File: config.mk
export PLATFORM = sky130hd
export DESIGN_NAME = circular_dma_reader
export DESIGN_NICKNAME = d
export VERILOG_FILES = /design/src/rtl/circular_dma_reader_pkg.sv /design/src/rtl/circular_dma_reader_len.sv /design/src/rtl/circular_dma_reader.sv
export SDC_FILE = /design/constraint.sdc
export NUM_CORES = 1
export LEC_CHECK = 0
export CAP_MARGIN = 20
export CELL_PAD_IN_SITES_DETAIL_PLACEMENT = 1
export CELL_PAD_IN_SITES_GLOBAL_PLACEMENT = 1
export CORE_MARGIN = 5
export CORE_UTILIZATION = 35
export CTS_CLUSTER_SIZE = 8
export DETAILED_ROUTE_END_ITERATION = 10
export PLACE_DENSITY = 0.75
export SETUP_SLACK_MARGIN = 0.3
export SYNTH_ARGS = -nofsm -noshare
export SYNTH_HDL_FRONTEND = slang
export SYNTH_SLANG_ARGS = --single-unit
export TNS_END_PERCENT = 100
File: constraint.sdc
create_clock -name clk -period 15.4 [get_ports clk]
set_input_delay 4.62 -clock clk [delete_from_list [all_inputs] [get_ports clk]]
set_output_delay 4.62 -clock clk [all_outputs]
set_load 0.02 [all_outputs]
File: src/rtl/circular_dma_reader_pkg.sv
// circular_dma_reader_pkg: FSM states, AXI response code, 4 KB boundary and irq bit indices
package circular_dma_reader_pkg;
  typedef enum logic [2:0] {ST_IDLE, ST_ADDR, ST_DATA, ST_UPDATE, ST_ERROR} state_t;
  localparam logic [1:0] AXI_RESP_OKAY = 2'b00;
  localparam logic [31:0] BOUNDARY_4K = 32'd4096;
  localparam int IRQ_DRAINED = 0;
  localparam int IRQ_RD_ERR = 1;
endpackage

File: src/rtl/circular_dma_reader_len.sv
// circular_dma_reader_len: combinational burst sizing for the next read burst
//   in:  mem_base, mem_size, write_ptr, read_ptr
//   out: addr (mem_base + read_ptr), avail_nz (data pending), arlen (beats - 1)
//   beats = min(C_MAX_BURST, avail, bytes to buffer end, bytes to 4 KB boundary) / B
module circular_dma_reader_len
  import circular_dma_reader_pkg::*;
#(
  parameter int C_ADDR_WIDTH = 32,
  parameter int C_AXIS_WIDTH = 64,
  parameter int C_MAX_BURST = 16
) (
  input  logic [C_ADDR_WIDTH-1:0] mem_base,
  input  logic [31:0]             mem_size,
  input  logic [31:0]             write_ptr,
  input  logic [31:0]             read_ptr,
  output logic [C_ADDR_WIDTH-1:0] addr,
  output logic                    avail_nz,
  output logic [7:0]              arlen
);
  localparam int SH = $clog2(C_AXIS_WIDTH / 8);
  logic [31:0] avail, n_avail, n_wrap, n_4k, m0, m1, m2;
  always_comb begin
    addr = mem_base + C_ADDR_WIDTH'(read_ptr);
    // modulo-mem_size distance; 32-bit wraparound of the sum is harmless since the result < mem_size
    avail = write_ptr >= read_ptr ? write_ptr - read_ptr : write_ptr + mem_size - read_ptr;
    n_avail = avail >> SH;
    n_wrap = (mem_size - read_ptr) >> SH;
    n_4k = (BOUNDARY_4K - 32'(addr[11:0])) >> SH;
    m0 = n_avail < 32'(C_MAX_BURST) ? n_avail : 32'(C_MAX_BURST);
    m1 = n_wrap < m0 ? n_wrap : m0;
    m2 = n_4k < m1 ? n_4k : m1;
    avail_nz = avail != 32'd0;
    arlen = 8'(m2 - 32'd1);
  end
endmodule

File: src/rtl/circular_dma_reader.sv
// circular_dma_reader: drains a circular memory buffer via AXI4 read bursts onto AXI4-Stream
//   control: enable, mem_base, mem_size, write_ptr -> read_ptr, irq[1:0] (w1c via clear_irq), busy
//   M_AXI:   AR (araddr/arlen/arvalid/arready), R (rdata/rresp/rlast/rvalid/rready)
//   M_AXIS:  tdata/tlast/tvalid/tready, combinationally forwarded from R during ST_DATA
//   Option:  define CIRCULAR_DMA_READER_ERR_CHECK_EN to trap non-OKAY rresp into ST_ERROR
module circular_dma_reader
  import circular_dma_reader_pkg::*;
#(
  parameter int C_ADDR_WIDTH = 32,
  parameter int C_AXIS_WIDTH = 64,
  parameter int C_MAX_BURST = 16
) (
  input  logic                    clk,
  input  logic                    rst_n,
  input  logic                    enable,
  input  logic [C_ADDR_WIDTH-1:0] mem_base,
  input  logic [31:0]             mem_size,
  input  logic [31:0]             write_ptr,
  output logic [31:0]             read_ptr,
  input  logic [1:0]              clear_irq,
  output logic [1:0]              irq,
  output logic                    busy,
  output logic [C_ADDR_WIDTH-1:0] m_axi_araddr,
  output logic [7:0]              m_axi_arlen,
  output logic                    m_axi_arvalid,
  input  logic                    m_axi_arready,
  input  logic [C_AXIS_WIDTH-1:0] m_axi_rdata,
  input  logic [1:0]              m_axi_rresp,
  input  logic                    m_axi_rlast,
  input  logic                    m_axi_rvalid,
  output logic                    m_axi_rready,
  output logic [C_AXIS_WIDTH-1:0] m_axis_tdata,
  output logic                    m_axis_tlast,
  output logic                    m_axis_tvalid,
  input  logic                    m_axis_tready
);
  localparam int SH = $clog2(C_AXIS_WIDTH / 8);
  state_t state, state_nx;
  logic [C_ADDR_WIDTH-1:0] len_addr;
  logic [7:0] len_arlen;
  logic [31:0] wp_q, ptr_sum, ptr_nx;
  logic [1:0] irq_set;
  logic avail_nz, start, beat, err_nx;
  circular_dma_reader_len #(
    .C_ADDR_WIDTH(C_ADDR_WIDTH),
    .C_AXIS_WIDTH(C_AXIS_WIDTH),
    .C_MAX_BURST(C_MAX_BURST)
  ) u_len (
    .mem_base(mem_base),
    .mem_size(mem_size),
    .write_ptr(write_ptr),
    .read_ptr(read_ptr),
    .addr(len_addr),
    .avail_nz(avail_nz),
    .arlen(len_arlen)
  );
`ifdef CIRCULAR_DMA_READER_ERR_CHECK_EN
  logic err_q;
  always_ff @(posedge clk or negedge rst_n)
    if (!rst_n) err_q <= 1'b0;
    else err_q <= state == ST_DATA ? err_nx : 1'b0;
  assign err_nx = err_q || (beat && m_axi_rresp != AXI_RESP_OKAY);
  assign irq_set[IRQ_RD_ERR] = beat && m_axi_rlast && err_nx;
`else
  logic unused_rresp;
  assign unused_rresp = ^m_axi_rresp;
  assign err_nx = 1'b0;
  assign irq_set[IRQ_RD_ERR] = 1'b0;
`endif
  always_comb begin
    start = enable && avail_nz;
    beat = state == ST_DATA && m_axi_rvalid && m_axis_tready;
    ptr_sum = read_ptr + ((32'(m_axi_arlen) + 32'd1) << SH);
    ptr_nx = ptr_sum == mem_size ? 32'd0 : ptr_sum;
    // compare against the write_ptr captured at burst start, not the live input
    irq_set[IRQ_DRAINED] = state == ST_UPDATE && ptr_nx == wp_q;
    state_nx = state == ST_IDLE  ? (start ? ST_ADDR : ST_IDLE)
             : state == ST_ADDR  ? (m_axi_arready ? ST_DATA : ST_ADDR)
             : state == ST_DATA  ? (beat && m_axi_rlast ? (err_nx ? ST_ERROR : ST_UPDATE) : ST_DATA)
             : state == ST_ERROR ? (enable ? ST_ERROR : ST_IDLE)
             : ST_IDLE;
    m_axi_arvalid = state == ST_ADDR;
    m_axi_rready = state == ST_DATA && m_axis_tready;
    m_axis_tvalid = state == ST_DATA && m_axi_rvalid;
    m_axis_tdata = state == ST_DATA ? m_axi_rdata : '0;
    m_axis_tlast = state == ST_DATA && m_axi_rlast;
    busy = state != ST_IDLE;
  end
  always_ff @(posedge clk or negedge rst_n)
    if (!rst_n) begin
      state <= ST_IDLE;
      read_ptr <= '0;
      irq <= '0;
      m_axi_araddr <= '0;
      m_axi_arlen <= '0;
      wp_q <= '0;
    end else begin
      state <= state_nx;
      irq <= (irq & ~clear_irq) | irq_set;
      if (state == ST_IDLE && !enable) read_ptr <= '0;
      if (state == ST_IDLE && start) begin
        m_axi_araddr <= len_addr;
        m_axi_arlen <= len_arlen;
        wp_q <= write_ptr;
      end
      if (state == ST_UPDATE) read_ptr <= ptr_nx;
    end
endmodule
; After elaboration in Yosys (flattened, before gate mapping)
; Index checks and enable logic that the tools add are counted.
[totals]
ff_bits = 109
inputBits = 171
output_inout_bits = 143
[classes]
add_sub_neg = 9
magnitude_cmp = 4
eq_ne = 6
n_mux = 16
bitwise = 3
n_reduce_logical = 14
[op_table]
columns = cell, n
row1 = two-way mux 32 bit, 4
row2 = subtractor 32 bit, 3
row3 = adder 32 bit, 2
row4 = equality test 32 bit, 2
row5 = < comparator 29 x 32 -> 1 bit, 2
row6 = two-way mux 64 bit, 1
row7 = two-way mux 29 bit, 2
row8 = adder 32 x 12 -> 32 bit, 1
row9 = >= comparator 32 bit, 1
row10 = nonzero test 32 bit, 1
row11 = < comparator 29 x 5 -> 1 bit (second input constant), 1
row12 = two-way mux 3 bit, 5
row13 = subtractor 13 x 12 -> 14 bit (first input constant), 1
row14 = adder 8 x 1 -> 9 bit (second input constant), 1
row15 = logical AND 1 bit, 9
row16 = two-way mux 8 bit, 1
row17 = subtractor 8 x 1 -> 8 bit (second input constant), 1
row18 = equality test 3 x 2 -> 1 bit (second input constant), 2
row19 = equality test 3 x 1 -> 1 bit (second input constant), 1
row20 = equality test 3 bit (second input constant), 1
row21 = zero test 3 bit, 1
row22 = nonzero test 3 bit, 1
row23 = AND 2 bit, 1
row24 = two-way mux 1 bit, 2
row25 = 5 further kinds, 5

; Longest topological paths before layout
; Gate-level depths: netlist (run 1).
[depth]
ltp_word = 10
mapped_depth = 48

; Modules after synthesis
; Synthesis (run 1) repeated with hierarchy kept, for this count alone.
[hier_totals]
cells_unflattened = 2075
hier_area_um2 = 16534.6
[modules_own_cells]
columns = module, n_inst, cells_each, area_per_inst_um2, seq_area_each_um2
row1 = circular_dma_reader_len, 1, 1274, 8978.6, 0.0
row2 = circular_dma_reader, 1, 801, 7556.0, 2727.6

; Least setup slack after synthesis (run 1)
; OpenSTA, ideal clock, no wires.
[synth_path]
path_kind = input to register
startpoint = input port mem_size[6]
endpoint = register m_axi_arlen[4]
setup_time_ns = 0.095
t_arrival_ns = 13.241
t_required_ns = 15.305
path_slack_ns = 2.063
path_stages = 47
path_cell_list = inv_1 > fa_1 > inv_1 > ha_1 > buf_6 > a21o_1 > o2bb2ai_1 > a311o_1 > o211ai_2 > o211a_1 > o21ai_2 > or4b_1 > a31oi_1 > a21o_1 > and2_1 > buf_4 > and2_1 > nand2_1 > [11 not listed] > buf_2 > a21o_1 > inv_1 > ha_1 > and3_1 > a221o_1 > a21o_1 > a21o_1 > a21oi_1 > nor2_1 > a2111oi_4 > nor2_2 > mux2_4 > ha_1 > and2_1 > and3_1 > o21a_1 > o31ai_1
[synth_via]
elab_chain_len = 10
word_cells_on_any_way = 14
classes_between = add/sub (4) / order compare (3) / mux (4) / reduce/logical (3)
[synth_lines]
columns = element, line
row1 = start: declaration, circular_dma_reader.sv:17  ; input logic [31:0] mem_size,
row2 = adder 32 bit, circular_dma_reader_len.sv:25  ; avail = write_ptr >= read_ptr ? write_ptr - read_ptr : write_ptr + mem_size - read_ptr;
row3 = subtractor 32 bit, circular_dma_reader_len.sv:25
row4 = two-way mux 32 bit, circular_dma_reader_len.sv:25
row5 = < comparator 29 x 5 -> 1 bit, circular_dma_reader_len.sv:29  ; m0 = n_avail < 32'(C_MAX_BURST) ? n_avail : 32'(C_MAX_BURST);
row6 = two-way mux 29 bit, circular_dma_reader_len.sv:29
row7 = < comparator 29 x 32 -> 1 bit, circular_dma_reader_len.sv:30  ; m1 = n_wrap < m0 ? n_wrap : m0;
row8 = two-way mux 29 bit, circular_dma_reader_len.sv:30
row9 = < comparator 29 x 32 -> 1 bit, circular_dma_reader_len.sv:31  ; m2 = n_4k < m1 ? n_4k : m1;
row10 = two-way mux 8 bit, circular_dma_reader_len.sv:31
row11 = subtractor 8 x 1 -> 8 bit, circular_dma_reader_len.sv:33  ; arlen = 8'(m2 - 32'd1);
row12 = end signal: assignment, circular_dma_reader.sv:103  ; m_axi_arlen <= len_arlen;
row13 = end: declaration, circular_dma_reader.sv:24  ; output logic [7:0] m_axi_arlen,
; Several ways; a longest one is shown, not always the timed one.
; A chain may end at the register's enable or synchronous reset.

; Final worst setup path (run 1)
[layout_path]
startpoint = input port write_ptr[4]
endpoint = register m_axi_arlen[4]
[layout_via]
elab_chain_len = 10
word_cells_on_any_way = 15
classes_between = add/sub (4) / order compare (4) / mux (4) / reduce/logical (3)
[layout_lines]
columns = element, line
row1 = start: declaration, circular_dma_reader.sv:18  ; input logic [31:0] write_ptr,
row2 = adder 32 bit, circular_dma_reader_len.sv:25
row3 = subtractor 32 bit, circular_dma_reader_len.sv:25
row4 = two-way mux 32 bit *, circular_dma_reader_len.sv:25
row5 = < comparator 29 x 5 -> 1 bit, circular_dma_reader_len.sv:29
row6 = two-way mux 29 bit, circular_dma_reader_len.sv:29
row7 = < comparator 29 x 32 -> 1 bit, circular_dma_reader_len.sv:30
row8 = two-way mux 29 bit, circular_dma_reader_len.sv:30
row9 = < comparator 29 x 32 -> 1 bit, circular_dma_reader_len.sv:31
row10 = two-way mux 8 bit, circular_dma_reader_len.sv:31
row11 = subtractor 8 x 1 -> 8 bit, circular_dma_reader_len.sv:33
; Every way passes the cells marked *; elsewhere a longest branch is shown, timed or not.

==> summary.txt, run 1 <==
CTS tree: done
Nets@finish: 2771
Postcts setup bufs: 0
Router iterations before antenna repair: 5
Final Critical Period: 14.51 ns
Grt ovf: 0
Post-synth top flop: dfrtp_1
Largest net degree at the start of global routing: 78
Crit path max fanout: 7
Post-place setup slack: 0.410 ns
Hold WS: 0.480 ns
Most frequent cells in the layout: clkdlybuf4s50_1 (310), inv_1 (202), nand2_1 (185), ha_1 (172), o21ai_0 (152)
Hold Crit Class: reg -> reg
Area grow syn2layout: 27.2%
Clk_skew: 0.00743 ns
Filler cell count: 5488
CORE AREA: 0.0453 mm²
Worst skew pair latency: 0.39 ns
Avg Cell Area, Syn: 7.72 µm²
Die area: 0.0500 mm²
Die Height: 224 µm
Final antenna-violating net count: 0
DP Area: 0.0199 mm²
CP arrival: 14.81 ns
Post-synth EDFFs: 0
Port Buffers: 311
Max Cap Viol: 0
Flops & latches, synth: 109
CP Class: in -> reg
Post-route setup slack: 0.886 ns
Layout cell share with drive strength beyond 1: 4.59%
Cells resized by post-CTS repair: 0
# setup viols final: 0
Rows: 78
Worst Path Required: 15.70 ns
TritonCTS Buffers: 9
Netlist cell types: 93
Setup_tns: 0 ns
GP Congestion: 0.948
Max frequency: 68.9 MHz
Synth warnings: 0
Cell count after synthesis: 2068
Largest stage delay, worst path: 0.60 ns
DP Cell Count: 2979
Final Cycle Share: 94.2%
Vias: 17100
Per-cell routed wire length: 23.4 µm
Number of hold buffers added after cts: 0
CTS Sinks: 109
P_leak: 8.74 nW
Slew Viols, Final: 0
CP max stage cell: clkdlybuf4s50_1
Power Dens Cells: 135 mW/mm²
Clock Path Buffers: 2
Vias per inst: 5.69
Max_slew headroom: 25.9%
Peak supply drop: 0.0000724 V
RSZ-0062 raised after global routing: no
Initial DRC count: 1255
CP endpoint kind: flip-flop
Critical Path Most Common Cell: a21o_1
Finished Cell Area: 0.0203 mm²
DPL Wire Length: 59.8 mm
Fin. Hold Viols: 0
Clock transition at path regs: 0.08 ns
Remaining DRCs: 0
CTS root buf: clkbuf_16
Result of the run: complete, no violations
Final std cells w/o fill: 3002
Starting density of the core: 35.2%
H-tree levels: 3
Sequential share of the synthesized area: 17.1%
Io pins: 314
CP startpoint kind: primary input
Async S/R FF share, synth: 100%
Mapped Area: 0.0160 mm²
Commonest non-fill, non-tap cell in the layout: clkdlybuf4s50_1
Die width: 224 µm
Initial antenna violation count: 4
Vias in the first global route: 17400
Worst-Margin Slew: 1.11 ns
Wirelength, routed: 70.1 mm
First-pass GRT wire length: 104 mm
GRT Total Usage: 26.8%
[through the flow]
step                      util [%]  total power (W)
after floorplan                  -          0.00171
after detailed placement      44.0          0.00247
after global routing          44.8          0.00293
after CTS                     44.7          0.00273
final                         44.8          0.00275
after global placement        44.0          0.00240
[power by group]
group	switching (W)	total (W)	leakage, nW	internal (W)
Clock	0.000128	0.000255	0.142	0.000127
Combinational	0.00114	0.00198	7.21	0.000835
Sequential	0.000128	0.000517	1.39	0.000389
[metal layers]
layer  track usage [%]  part of all wire [%]  vias to the layer above
met5                 0                     0                        -
met4              8.50                   3.1                        0
met3              2.82                   5.9                       87
met2              44.1                    46                      536
met1              37.2                    45                     8421
li1                  -                     -                     8031
[state kept, by name (all words and copies together) (netlist names)]
| name | cells |
|---|---|
| m_axi_arlen | 8 |
| m_axi_araddr | 32 |
| state | 3 |
| wp_q | 32 |
| irq | 2 |
| read_ptr | 32 |
[cells by family (layout without fill, tap and decap cells)]
logic type	count (synthesis)	after routing	share of synthesized area, %
buffers and inverters	263	571	6.33
multiplexers	31	31	2.10
adder cells (fa/ha/maj)	206	206	17.7
other	1	27	0.0235
AND/OR/NAND/NOR	693	693	22.5
XOR/XNOR	176	176	10.2
AO/OA/AOI/OAI	589	589	24.0
flip-flops	109	109	17.1
[final timing paths]
path	start	end	slack [ns]	cells after the start
max	write_ptr[4]	m_axi_arlen[4]$_DFFE_PN0P_	0.89	47
min	m_axi_araddr[13]$_DFFE_PN0P_	m_axi_araddr[13]$_DFFE_PN0P_	0.48	2
max reg2reg	read_ptr[1]$_DFFE_PN0P_	m_axi_arlen[4]$_DFFE_PN0P_	5.03	45
min reg2reg	m_axi_araddr[13]$_DFFE_PN0P_	m_axi_araddr[13]$_DFFE_PN0P_	0.48	2
max in group asynchronous	rst_n	read_ptr[28]$_DFFE_PN0P_	10.09	3
min in group asynchronous	rst_n	m_axi_araddr[5]$_DFFE_PN0P_	4.18	1
[synthesized netlist by cell type, types with 9 or more instances]
cell	n	share of area [%]
nand4_1	31	1.2
nor4_1	19	0.74
a31oi_1	23	0.90
fa_1	34	4.3
nand3_1	59	1.9
o21a_1	25	1.2
or3_1	23	0.90
nand2_1	186	4.4
clkbuf_1	47	1.1
o22ai_1	21	0.82
mux2_2	16	1.1
ha_1	172	13
and2_1	80	3.1
and4_1	9	0.49
o31ai_1	14	0.66
xor2_1	56	3.1
or2_2	12	0.47
inv_1	202	4.8
o211ai_1	14	0.66
o2111ai_1	10	0.55
nor2_1	110	2.6
mux2i_1	14	0.88
xnor2_1	114	6.3
a211oi_1	27	1.3
nor2b_1	26	1.0
nand2b_1	28	1.1
dfrtp_1	109	17
o21ai_0	152	4.8
a21oi_1	145	4.5
and3_1	26	1.0
a21o_1	48	2.3
o21bai_1	12	0.56
nor3_1	41	1.3
[critical path, delay by kind of cell]
kind	cells	cell delay [ns]
xor gates and xnor gates	1	0.18
muxes	1	0.34
buffers and inverters	6	1.20
AOI/OAI and AO/OA	21	4.34
adders and majority gates	5	1.66
and+or+nand+nor	13	2.43
[layout make-up]
| class | count | area (µm²) | area share (%) |
|---|---|---|---|
| Multi-Input combinational cell | 1719 | 12300 | 60.7 |
| Timing Repair Buffer | 351 | 3430 | 16.9 |
| Sequential cell | 109 | 2730 | 13.4 |
| Inverter | 204 | 766 | 3.77 |
| Tap cell | 600 | 751 | 3.70 |
| Clock buffer | 9 | 225 | 1.11 |
| Clock inverter | 7 | 72.6 | 0.357 |
| Antenna cell | 3 | 7.51 | 0.0370 |
Power figures use the tool's default switching activity.
==> run 2: changes to the inputs <==
PLACE_DENSITY = unset   (was 0.75)
PLACE_DENSITY_LB_ADDON = 0.25   (was unset)
SLEW_MARGIN = 5   (was unset)
clock period = 15 ns   (was 15.4 ns; I/O delays follow)
==> run 2 against run 1 <==
- worst hold slack improved by 0.0029 ns
- total power increased by 4.1%
- combinational power increased by 4%
- wire length increased by 1.7%
- critical path type unchanged
- setup slack got worse by 0.11 ns
- core utilization increased by 0.40 points
- cell count increased by 0.67%
- die area unchanged
- sequential power increased by 4.4%
- clock-buffer cell count unchanged
- critical path depth increased by 1
- largest power group unchanged
- global-route usage increased by 0.77 points
==> summary.txt, run 2 (synthesis gave the netlist of run 1 again) <==
Result of the run: complete, no violations
Top layer in use: met4
Initial antenna violation count: 0
Starting density of the core: 35.2%
Routed length on met3: 3.82 mm
Die width: 224 µm
Crit path max fanout: 5
DPL Wire Length: 60.7 mm
Hold WS: 0.483 ns
FF+latch area: 0.00273 mm²
Worst skew pair latency: 0.41 ns
Final antenna-violating net count: 0
CTS tree: done
Router iterations before antenna repair: 5
Critical Path Most Common Cell: a21o_1
Clock transition at path regs: 0.08 ns
Wirelength, routed: 71.3 mm
Antenna diode count: 0
Commonest non-fill, non-tap cell in the layout: clkdlybuf4s50_1
Remaining DRCs: 0
CP endpoint kind: flip-flop
Largest net degree at the start of global routing: 86
Grt ovf: 0
RSZ-0062 raised after global routing: no
Cells on worst reg2reg path: 48
Final Cycle Share: 94.8%
TritonCTS Buffers: 9
Clk_skew: 0.0192 ns
Port Buffers: 311
DP Area: 0.0201 mm²
CP arrival: 14.55 ns
Io pins: 314
Max_slew headroom: 30.2%
Clock Path Buffers: 2
Area of the multi-input gates: 0.0124 mm²
Number of hold buffers added after cts: 0
Vias in the first global route: 18000
First-pass GRT wire length: 107 mm
Initial DRC count: 1213
Vias: 17300
CP Class: in -> reg
Worst-Margin Slew: 1.04 ns
Largest stage delay, worst path: 0.55 ns
Fin util: 45.2%
Power Dens Cells: 140 mW/mm²
H-tree levels: 3
Vias per inst: 5.72
CTS root buf: clkbuf_16
CP max stage cell: clkdlybuf4s50_1
Finished Cell Area: 0.0205 mm²
GP Congestion: 0.954
Max frequency: 70.3 MHz
Area grow syn2layout: 28.4%
P_leak: 8.82 nW
Layout cell share with drive strength beyond 1: 5.86%
CORE AREA: 0.0453 mm²
Filler cell count: 5594
Most frequent cells in the layout: clkdlybuf4s50_1 (310), inv_1 (202), nand2_1 (185), ha_1 (169), o21ai_0 (151)
Die Height: 224 µm
# setup viols final: 0
CTS Sinks: 109
Hold Crit Class: reg -> reg
Final Critical Period: 14.23 ns
Fin. Hold Viols: 0
Max Cap Viol: 0
Per-cell routed wire length: 23.6 µm
Peak supply drop: 0.0000638 V
Metal-1 WL: 31.6 mm
Met2 WL post-DR: 33.5 mm
Nets@finish: 2795
Die area: 0.0500 mm²
Biggest regs: m_axi_araddr x32, read_ptr x32, wp_q x32
Hold depth: 2
Slew Viols, Final: 0
Worst Path Required: 15.33 ns
Rows: 78
CP startpoint kind: primary input
GRT Total Usage: 27.6%
Setup_tns: 0 ns
[run 2: path summary, 6_finish.rpt]
path | start | endpoint | slack, ns
max reg2reg | read_ptr[1]$_DFFE_PN0P_ | m_axi_arlen[6]$_DFFE_PN0P_ | 4.76
min | m_axi_araddr[26]$_DFFE_PN0P_ | m_axi_araddr[26]$_DFFE_PN0P_ | 0.48
max in group asynchronous | rst_n | read_ptr[26]$_DFFE_PN0P_ | 9.56
max | mem_size[6] | m_axi_arlen[6]$_DFFE_PN0P_ | 0.77
min reg2reg | m_axi_araddr[26]$_DFFE_PN0P_ | m_axi_araddr[26]$_DFFE_PN0P_ | 0.48
min in group asynchronous | rst_n | irq[1]$_DFF_PN0_ | 4.19
[run 2: area by class of cell]
type | instances | share of cell area [%]
clock buffers | 9 | 1.10
flip-flops and latches | 109 | 13.3
clock inverters | 6 | 0.269
well taps | 600 | 3.66
repair buffers | 375 | 17.5
multi-input cells | 1719 | 60.4
inverters | 204 | 3.74
[run 2: per-layer routing]
metal  GRT usage [%]  vias up
met4            9.17        0
li1                -     8080
met1            36.5     8592
met3            3.55       78
met2            46.9      545
met5               0        -
[run 2: worst max-delay path, delay by kind of cell]
| family | cells | cell delay, ns |
|---|---|---|
| AO/OA/AOI/OAI | 24 | 4.91 |
| XOR/XNOR | 1 | 0.12 |
| buffers and inverters | 6 | 1.11 |
| AND/OR/NAND/NOR | 11 | 1.90 |
| multiplexers | 1 | 0.32 |
| adder cells (fa/ha/maj) | 5 | 1.65 |
[run 2: timing repair]
item	in CTS	in global routing
setup endpoints to repair	0	3
gates resized for setup	0	9
setup buffers	0	3
[run 2: report_power, final]
group | switching, W | internal (W)
Sequential | 0.000141 | 0.000399
Clock | 0.000143 | 0.000115
Combinational | 0.00118 | 0.000878
Total | 0.00147 | 0.00139
[run 2: metrics by stage]
step                cells  total power (W)  setup slack (ns)
floorplan            2091          0.00176              1.78
finish               3022          0.00286             0.773
global placement     3004          0.00250             0.400
global route         3022          0.00306             0.268
CTS                  3019          0.00284             0.563
detailed placement   3004          0.00256             0.166
